$ cat config.mk
export PLATFORM = sky130hd
export DESIGN_NAME = column_output_queue
export DESIGN_NICKNAME = d
export VERILOG_FILES = /design/src/rtl/column_output_queue_pkg.sv /design/src/rtl/column_output_queue_ram.sv /design/src/rtl/column_output_queue.sv
export SDC_FILE = /design/constraint.sdc
export NUM_CORES = 2
export LEC_CHECK = 0
export CORE_MARGIN = 3
export CORE_UTILIZATION = 51
export CTS_CLUSTER_DIAMETER = 40
export DETAILED_ROUTE_END_ITERATION = 10
export MAX_ROUTING_LAYER = met4
export PLACE_DENSITY = 0.78
export SLEW_MARGIN = 20
export SYNTH_ARGS = -nofsm -noshare
export SYNTH_HDL_FRONTEND = slang
export SYNTH_SLANG_ARGS = --single-unit
$ cat constraint.sdc
create_clock -name clk_i -period 9.8 [get_ports clk_i]
set_clock_uncertainty 0.2 [all_clocks]
set_input_delay 1.47 -clock clk_i [delete_from_list [all_inputs] [get_ports clk_i]]
set_output_delay 1.47 -clock clk_i [all_outputs]
set_load 0.01 [all_outputs]
$ cat src/rtl/column_output_queue_pkg.sv
// Shared types and width helpers for the systolic array drain path.
package systolic_pkg;

   typedef enum logic [1:0] {
      OUTQ_IDLE,
      OUTQ_COLLECT,
      OUTQ_DONE
   } outq_state_t;

   function automatic int cnt_w(input int n);
      return $clog2(n + 1);
   endfunction

   function automatic int addr_w(input int n);
      return $clog2(n * n);
   endfunction

   function automatic int rptr_w(input int n);
      return $clog2(n * n + 1);
   endfunction

endpackage

$ cat src/rtl/column_output_queue_ram.sv
// Tile storage: N independent write lanes, one registered read port.
module outq_ram
   import systolic_pkg::*;
#(
   parameter int N          = 8,
   parameter int DATA_WIDTH = 32,
   parameter int AW         = addr_w(N)
) (
   input  logic                  clk_i,
   input  logic                  rstn_i,
   input  logic [N-1:0]          we_i,
   input  logic [AW-1:0]         waddr_i [0:N-1],
   input  logic [DATA_WIDTH-1:0] wdata_i [0:N-1],
   input  logic                  re_i,
   input  logic [AW-1:0]         raddr_i,
   output logic [DATA_WIDTH-1:0] rdata_o
);

   logic [DATA_WIDTH-1:0] mem_q [0:N*N-1];
   logic [DATA_WIDTH-1:0] rdata_q;

   // Lanes never collide: column c only ever writes addresses == c mod N.
   always_ff @(posedge clk_i) begin
      for (int c = 0; c < N; c++) begin
         if (we_i[c]) mem_q[waddr_i[c]] <= wdata_i[c];
      end
   end

   always_ff @(posedge clk_i) begin
      if (!rstn_i) rdata_q <= '0;
      else if (re_i) rdata_q <= mem_q[raddr_i];
   end

   assign rdata_o = rdata_q;

endmodule

$ cat src/rtl/column_output_queue.sv
// Drain-side result buffer; optional COLUMN_OUTQ_PROTO_CHECK_EN adds a sticky protocol checker.
module column_output_queue
   import systolic_pkg::*;
#(
   parameter int N          = 8,
   parameter int DATA_WIDTH = 32
) (
   input  logic                  clk_i,
   input  logic                  rstn_i,
   input  logic                  start_i,
   input  logic [DATA_WIDTH-1:0] data_i [0:N-1],
   input  logic [N-1:0]          valid_i,
   input  logic [N-1:0]          last_i,
   input  logic                  read_enable_i,
   input  logic                  read_reset_i,
   output logic [DATA_WIDTH-1:0] read_data_o,
   output logic                  read_valid_o,
   output logic                  collect_done_o,
   output logic                  error_o
);

   localparam int CW = cnt_w(N);
   localparam int AW = addr_w(N);
   localparam int RW = rptr_w(N);

   outq_state_t   state_q, state_d;
   logic [CW-1:0] cnt_q [N];
   logic [CW-1:0] cnt_d [N];
   logic [AW-1:0] wa_q [N];
   logic [AW-1:0] wa_d [N];
   logic [RW-1:0] rd_q, rd_d;
   logic          rvalid_q, rvalid_d;
   logic          done_q, done_d;
   logic [N-1:0]  we;
   logic          re;
   logic          all_full;
   logic          start_ok;

   always_comb begin
      state_d  = state_q;
      cnt_d    = cnt_q;
      wa_d     = wa_q;
      rd_d     = rd_q;
      rvalid_d = 1'b0;
      done_d   = done_q;
      we       = '0;
      re       = 1'b0;
      all_full = 1'b1;
      start_ok = 1'b0;
      unique case (state_q)
         OUTQ_IDLE: begin
            if (start_i) begin
               start_ok = 1'b1;
               state_d  = OUTQ_COLLECT;
            end
         end
         OUTQ_COLLECT: begin
            for (int c = 0; c < N; c++) begin
               if (valid_i[c] && cnt_q[c] != CW'(N)) begin
                  we[c]    = 1'b1;
                  cnt_d[c] = cnt_q[c] + 1'b1;
                  wa_d[c]  = wa_q[c] + AW'(N);
               end
               if (cnt_d[c] != CW'(N)) all_full = 1'b0;
            end
            if (all_full) begin
               state_d = OUTQ_DONE;
               done_d  = 1'b1;
            end
         end
         OUTQ_DONE: begin
            if (start_i) begin
               start_ok = 1'b1;
               state_d  = OUTQ_COLLECT;
               done_d   = 1'b0;
            end else if (read_reset_i) begin
               rd_d = '0;
            end else if (read_enable_i && rd_q < RW'(N * N)) begin
               re       = 1'b1;
               rvalid_d = 1'b1;
               rd_d     = rd_q + 1'b1;
            end
         end
         default: state_d = OUTQ_IDLE;
      endcase
      if (start_ok) begin
         rd_d = '0;
         for (int c = 0; c < N; c++) begin
            cnt_d[c] = '0;
            wa_d[c]  = AW'(c);
         end
      end
   end

   always_ff @(posedge clk_i) begin
      if (!rstn_i) begin
         state_q  <= OUTQ_IDLE;
         rd_q     <= '0;
         rvalid_q <= 1'b0;
         done_q   <= 1'b0;
         for (int c = 0; c < N; c++) begin
            cnt_q[c] <= '0;
            wa_q[c]  <= AW'(c);
         end
      end else begin
         state_q  <= state_d;
         rd_q     <= rd_d;
         rvalid_q <= rvalid_d;
         done_q   <= done_d;
         cnt_q    <= cnt_d;
         wa_q     <= wa_d;
      end
   end

   outq_ram #(
      .N          (N),
      .DATA_WIDTH (DATA_WIDTH),
      .AW         (AW)
   ) u_ram (
      .clk_i   (clk_i),
      .rstn_i  (rstn_i),
      .we_i    (we),
      .waddr_i (wa_q),
      .wdata_i (data_i),
      .re_i    (re),
      .raddr_i (rd_q[AW-1:0]),
      .rdata_o (read_data_o)
   );

   assign read_valid_o   = rvalid_q;
   assign collect_done_o = done_q;

`ifdef COLUMN_OUTQ_PROTO_CHECK_EN
   logic err_q, err_d;

   // last_i must accompany exactly the Nth valid of each column.
   always_comb begin
      err_d = err_q;
      if (start_ok) err_d = 1'b0;
      if (state_q == OUTQ_COLLECT) begin
         for (int c = 0; c < N; c++) begin
            if ((valid_i[c] && cnt_q[c] == CW'(N)) ||
                (last_i[c] && !valid_i[c]) ||
                (last_i[c] && valid_i[c] &&
                 cnt_q[c] != CW'(N - 1)) ||
                (valid_i[c] && !last_i[c] &&
                 cnt_q[c] == CW'(N - 1)))
               err_d = 1'b1;
         end
      end
   end

   always_ff @(posedge clk_i) begin
      if (!rstn_i) err_q <= 1'b0;
      else err_q <= err_d;
   end

   assign error_o = err_q;
`else
   logic unused_last;
   assign unused_last = ^last_i;
   assign error_o     = 1'b0;
`endif

endmodule
Yosys cells after proc, flatten, opt, wreduce, memory -nomap -nowiden. Memory sizes are Yosys's and may differ from the RTL's. A register that Yosys moved wholly into a read port is not among the register bits. Cells that the tools add are included. W data, S select, Z words.

Output and inout bits: 35. Memory bits (writable): 2048. Word-level logic and storage cells: 152. Register bits after elaboration: 91. Bits of input ports: 277. Memories: 1.

Memory list: u_ram.mem_q (words 64, width 32, rd ports 1, clocked after Yosys merged registers in 1, wr ports 8, line column_output_queue_ram.sv:19) `logic [DATA_WIDTH-1:0] mem_q [0:N*N-1];`.

Magnitude comparators: 1. Reductions and logical operators: 26. Bitwise gates (word level): 2. Mux-type cells: 64. $add $sub $neg: 17. Equal/unequal tests: 21.

Operator list (count): $mux W4 (16); $ne A4 B4 Y1 const B (16); $add A6 B4 Y6 const B (8); $mux W1 (41); $add A4 B1 Y4 const B (8); $reduce_and A2 Y1 (9); $mux W7 (2); $logic_and A1 B1 Y1 (9); $mux W8 (1); $add A7 B1 Y7 const B (1); $lt A7 B7 Y1 const B (1); $reduce_and A3 Y1 (2); $mux W2 (2); $ne A2 B2 Y1 const B (2); $pmux W2 S2 (1); $reduce_bool A2 Y1 (2); $reduce_or A2 Y1 (2); $eq A2 B1 Y1 const B (1); $eq A2 B2 Y1 const B (1); $logic_not A2 Y1 (1); $ne A2 B1 Y1 const B (1); $not A1 Y1 (2); $pmux W1 S2 (1); $logic_not A1 Y1 (1).

Depth between registers and ports, before layout.
Depth in word-level cells: 16. Depth in mapped cells: 11. Depth with buffers taken out: 8.

Hierarchy. From an unflattened synthesis, not the netlist that was laid out.

Cells, all modules: 30493. Area, all modules: 226511.0 µm².

By module, submodules not included: outq_ram (cells each 30080, area an instance 222937.6 µm², sequential area each 62139.6 µm², instances 1); column_output_queue (cells each 413, area an instance 3573.4 µm², sequential area each 1341.3 µm², instances 1).

Worst setup path after synthesis. Ideal clock, no wire load.

Kind: input to register. Start: in valid_i[2]. End: mem u_ram.mem_q[2][0], enable pin. Path buffers: 1. Stages on the path: 4. Arrival: 5140 ps. Setup time: 501 ps. Setup slack: 3959 ps. Data required time: 9099 ps. Cells stage by stage: inv_1 or3_1 clkbuf_1 nor4_1.

RTL lines: from (decl) (line column_output_queue.sv:12) `input logic [N-1:0] valid_i,`; to (decl) (line column_output_queue_ram.sv:19).

Final worst setup path.
Start: reg rd_q[2]. End: reg u_ram.rdata_q[4], in the netlist u_ram.rdata_o[4] (read register of u_ram.mem_q).

Word-level cells in the longest chain between the ends: 6.

Ends and longest elaborated chain: from (decl) (line column_output_queue.sv:31) `logic [RW-1:0] rd_q, rd_d;`; from (signal assigned) (line column_output_queue.sv:107) `rd_q <= rd_d;`; $lt A7 B7 Y1 (line column_output_queue.sv:78) `end else if (read_enable_i && rd_q < RW'(N * N)) begin`; $logic_and A1 B1 Y1 (line column_output_queue.sv:78); $mux W1 (line column_output_queue.sv:78); $mux W1 (line column_output_queue.sv:76) `end else if (read_reset_i) begin`; $mux W1 (line column_output_queue.sv:72) `if (start_i) begin`; $mux W1; to (decl) (line column_output_queue_ram.sv:20) `logic [DATA_WIDTH-1:0] rdata_q;`.

Parallel ways exist; a longest one is shown, timed or not. A chain may end at the register's enable or synchronous reset.

==> impl_results.md <==
- Setup violators final: 0
- Total number of H-tree levels: 4
- Final nets: between 4,000 and 5,000
- Post-synth EDFFs: 2,048
- First-pass GRT wire length: between 300 and 400 mm
- Antenna Violating Nets Remaining: 0
- Worst path cell trace: buf_12 > buf_12 > mux4_2 > nor2b_1 > a211oi_1 > a211oi_1 > nor4b_1 > a21oi_1
- Synth cell types: 66
- PD cells: 198 nW/um^2
- Overflow left after global routing: 0
- Post-Synth XOR/XNOR Area: 0.423%
- Number of placement rows: 147
- Critical Path Source Type: register
- Number of hold-repair buffers added at the cts stage: 0
- Arrival @ worst endpoint: 5.13 ns
- Final standard cell utilization of the core: around three fifths
- CP max stage cell: dfxtp_4
- Number of nets in the synthesized netlist: 4,343
- Final critical delay including setup and external delays: about 4.6 ns
- Path class of the lowest-slack min-delay path: reg -> reg
- Number of violations reported at the end of detailed-routing iteration 0: between 9,000 and 10,000
- Count of TritonRoute iterations in the first routing pass: 8
- Fraction of layout cells with a size suffix above 1: 22.9%
- TritonCTS clock tree: done
- Total number of vias: roughly 48,000
- Met3 wire len: 45.4 mm
- Multiplexer area fraction after synthesis: 15.0%
- CTS-repair resized insts: 0
- Number of maximum-capacitance constraint violations: 0
- Max Buffers Root-to-Sink: 3
- Met1 WL: between 80 and 90 mm
- Largest stage delay on the critical path: 0.99 ns
- DRC violation count after routing: 0
- Number of antenna violations at the first check in global routing: approximately 50
- Fmax achieved: 217 MHz
- Endpoint of the lowest-slack register-to-register path: u_ram.rdata_o[4]
- Effective utilization at floorplan: between 50% and 60%
- Max rail drop VDD: 0.177 mV
- Post-detailed-route via-to-cell ratio: 6.94
- Final weighted congestion in routability-driven placement: just under 0.9
- Horizontal die dimension: around 410 microns
- Accumulated negative setup slack: 0 ns
- Critical path type: reg -> reg
- Launch instance of the worst min-delay path: rd_q[6]
- Crit path required time: approximately 10 ns
- Run status: finished, final reports clean
- Die Footprint: 167,000 sq um
- Dominant combinational cell family by area after synthesis: multiplexers
- Largest net degree at the start of global routing: approximately 150
- Final period utilization: between 40% and 50%
- Met2 wire length: 121 mm
- Tightest slew margin relative to the limit: 13.2%
- FF+latch count, synth: 2,147
- Clock root buffer: clkbuf_16
- Biggest area contributors in the synthesized netlist: edfxtp_1 (74%), mux4_2 (13%), dfxtp_1 (2.4%), mux2i_1 (1.8%), nand2_1 (1.1%)
- Area share of the largest cell type after synthesis: around 74%
- Post-detailed-placement half-perimeter wirelength: 147 mm
- Number of warnings reported in the yosys synthesis log: 0
- Unrepaired setup endpoints after global routing: false
- Top routing layer in use: met4
- I/O pin count: 312
- Cts bufs inserted: 222
- Routed WL per cell: roughly 39 microns
- Worst hold path endpoint: rd_q[6]
- Area share of fa/ha/maj cells after synthesis: 0.378%
- Slew @ Worst Pin: approximately 1.3 ns
- Synthesis-to-layout area growth: 16.6%
- Capturing element type of the critical path: register
- Clock transition at path regs: about 0.060 ns
- Clock latency on the worst-skew pair: 0.86 ns
- Most used DFF post-synth: edfxtp_1
- CTS sink count: 2,147
- Final Hold Vio Count: 0
- Count of cells along the worst register-to-register path: 8
- Buffer count from post-CTS setup fixing: 0
- Compound-Gate Fraction of Synth Area: 2.94%
- Largest fanout of any net on the critical path: about 150
- Post-synthesis sequential area ratio: 76.7%
- Hold path cells: 2
- Mean instance size in the synthesized netlist: 20.5 sq um
- Number of global-route vias before repair: 47,700
- Max-slew violation count: 0
- Source of the worst register-to-register timing path: rd_q[2]
- Total length of routed wires: 270 mm
- Syn Std Cell Area: 82,800 sq um
- Simple-gate share of the synthesized area: 3.17%
- Count of mapped cells out of synthesis: 4,041
- Fraction of registers with async set/reset: 0%
- R2R Setup Slk: 5.18 ns
- Cell type with the highest aggregate area in the netlist: edfxtp_1
- Leakage power: 30.0 nW
- Total core area: roughly 160,000 sq um
- Total track usage: 33.0%
- Number of buffers added on ports: 302
- Vertical die dimension: just over 400 microns
-- area by class of cell --
class                      instances  area (sq um)
clock inverter                   145          1530
fill                           10700         64400
timing repair buffer             431          4060
antenna                           62           155
sequential                      2147         63500
inverter                          25           101
tap                             2160          2700
multi-input combinational       1653         18600
clock buffer                     277          5950
-- report_power, final --
| part | switching, mW | internal, mW |
|---|---|---|
| logic | 0.313 | 0.147 |
| registers | 0.0291 | 10.1 |
| clock network | 3.65 | 4.89 |
-- synthesized netlist by cell type, drive strengths merged, types with 13 or more instances --
library cell,instances
a211oi,44
a21oi,80
a22o,26
a31oi,30
and3,13
buf,114
clkbuf,102
dfxtp,99
edfxtp,2048
ha,25
inv,24
mux2,27
mux2i,149
mux4,471
nand2,241
nand2b,23
nand3,34
nor2,98
nor2b,17
nor3,66
nor4,27
o21ai,58
o221ai,13
o22ai,70
xnor2,17
xor2,23
-- worst max-delay path: cells and delay by family (launching register included) --
kind	cells	cell delay [ns]
DFF	1	0.99
buffers and inverters	2	1.47
and+or+nand+nor	2	0.76
muxes	1	0.41
AOI/OAI and AO/OA	3	0.51
-- sequential cells by signal, summed over array words and instances (netlist names) --
signal,count
cnt_q,32
read_valid_o,1
rd_q,7
collect_done_o,1
state_q,2
u_ram.rdata_o,32
u_ram.mem_q,2048
wa_q,24
-- placed cells by master, fill, tap and decap left out, types with 14 or more instances in the layout --
| cell type | netlist | routed |
|---|---|---|
| a31oi_1 | 30 | 30 |
| a22o_1 | 26 | 26 |
| a211oi_1 | 44 | 44 |
| nand2b_1 | 23 | 22 |
| o22ai_1 | 70 | 70 |
| buf_4 | 46 | 124 |
| nor3_2 | 1 | 30 |
| nor2_4 | 0 | 28 |
| nor2b_1 | 17 | 14 |
| dfxtp_1 | 99 | 94 |
| diode_2 | 0 | 62 |
| nor3_1 | 65 | 35 |
| clkinv_2 | 0 | 28 |
| xor2_1 | 23 | 23 |
| nor2_1 | 98 | 70 |
| edfxtp_1 | 2048 | 2048 |
| mux4_2 | 471 | 471 |
| mux2_2 | 27 | 27 |
| nand2_1 | 241 | 238 |
| clkbuf_1 | 102 | 41 |
| nor4_1 | 27 | 20 |
| xnor2_1 | 17 | 17 |
| a21oi_1 | 80 | 80 |
| clkinv_1 | 1 | 30 |
| mux2i_1 | 149 | 149 |
| ha_1 | 25 | 25 |
| nand3_1 | 34 | 32 |
| inv_1 | 23 | 23 |
| clkdlybuf4s50_1 | 0 | 301 |
| o21ai_0 | 58 | 58 |
| bufinv_16 | 0 | 20 |
| clkbuf_16 | 0 | 226 |
| inv_6 | 0 | 28 |
-- metal layers --
metal / track usage (%) / vias up
li1: - / 17700
met1: 41.2 / 24000
met2: 46.6 / 5103
met3: 12.6 / 1017
met4: 18.2 / 0
met5: - / -
-- per-stage QoR --
step                      worst slack, ns  std cells  power, mW  hold WS (ns)  area (sq um)
after detailed placement             4.90       6415       10.8         0.287         88900
after global routing                 5.16       6886       19.5         0.332         96500
final                                5.18       6900       19.2         0.303         96600
after CTS                            5.39       6837       19.1         0.307         96400
after floorplan                      3.96       4041       10.4         0.251         82800
after global placement               4.92       6415       10.8         0.279         88900
-- worst max path at each step --
| stage | start | endpoint | slack, ns | depth (start not counted) |
|---|---|---|---|---|
| floorplan | valid_i[2] | u_ram.mem_q[2][0] | 3.96 | 4 |
| global placement | valid_i[0] | u_ram.mem_q[56][12] | 4.92 | 5 |
| detailed placement | valid_i[0] | u_ram.mem_q[56][12] | 4.90 | 5 |
| CTS | rd_q[2] | u_ram.rdata_o[4] | 5.39 | 8 |
| global route | rd_q[2] | u_ram.rdata_o[4] | 5.16 | 8 |
| finish | rd_q[2] | u_ram.rdata_o[4] | 5.18 | 8 |
-- cells by family (layout without fill, tap and decap cells) --
logic type | Yosys count | after routing
other | 1 | 63
adders and majority gates | 25 | 25
buffers and inverters | 241 | 878
and+or+nand+nor | 566 | 566
muxes | 647 | 647
DFF | 2147 | 2147
xor gates and xnor gates | 40 | 40
AOI/OAI and AO/OA | 374 | 374
(Power assumes the default switching activity.)
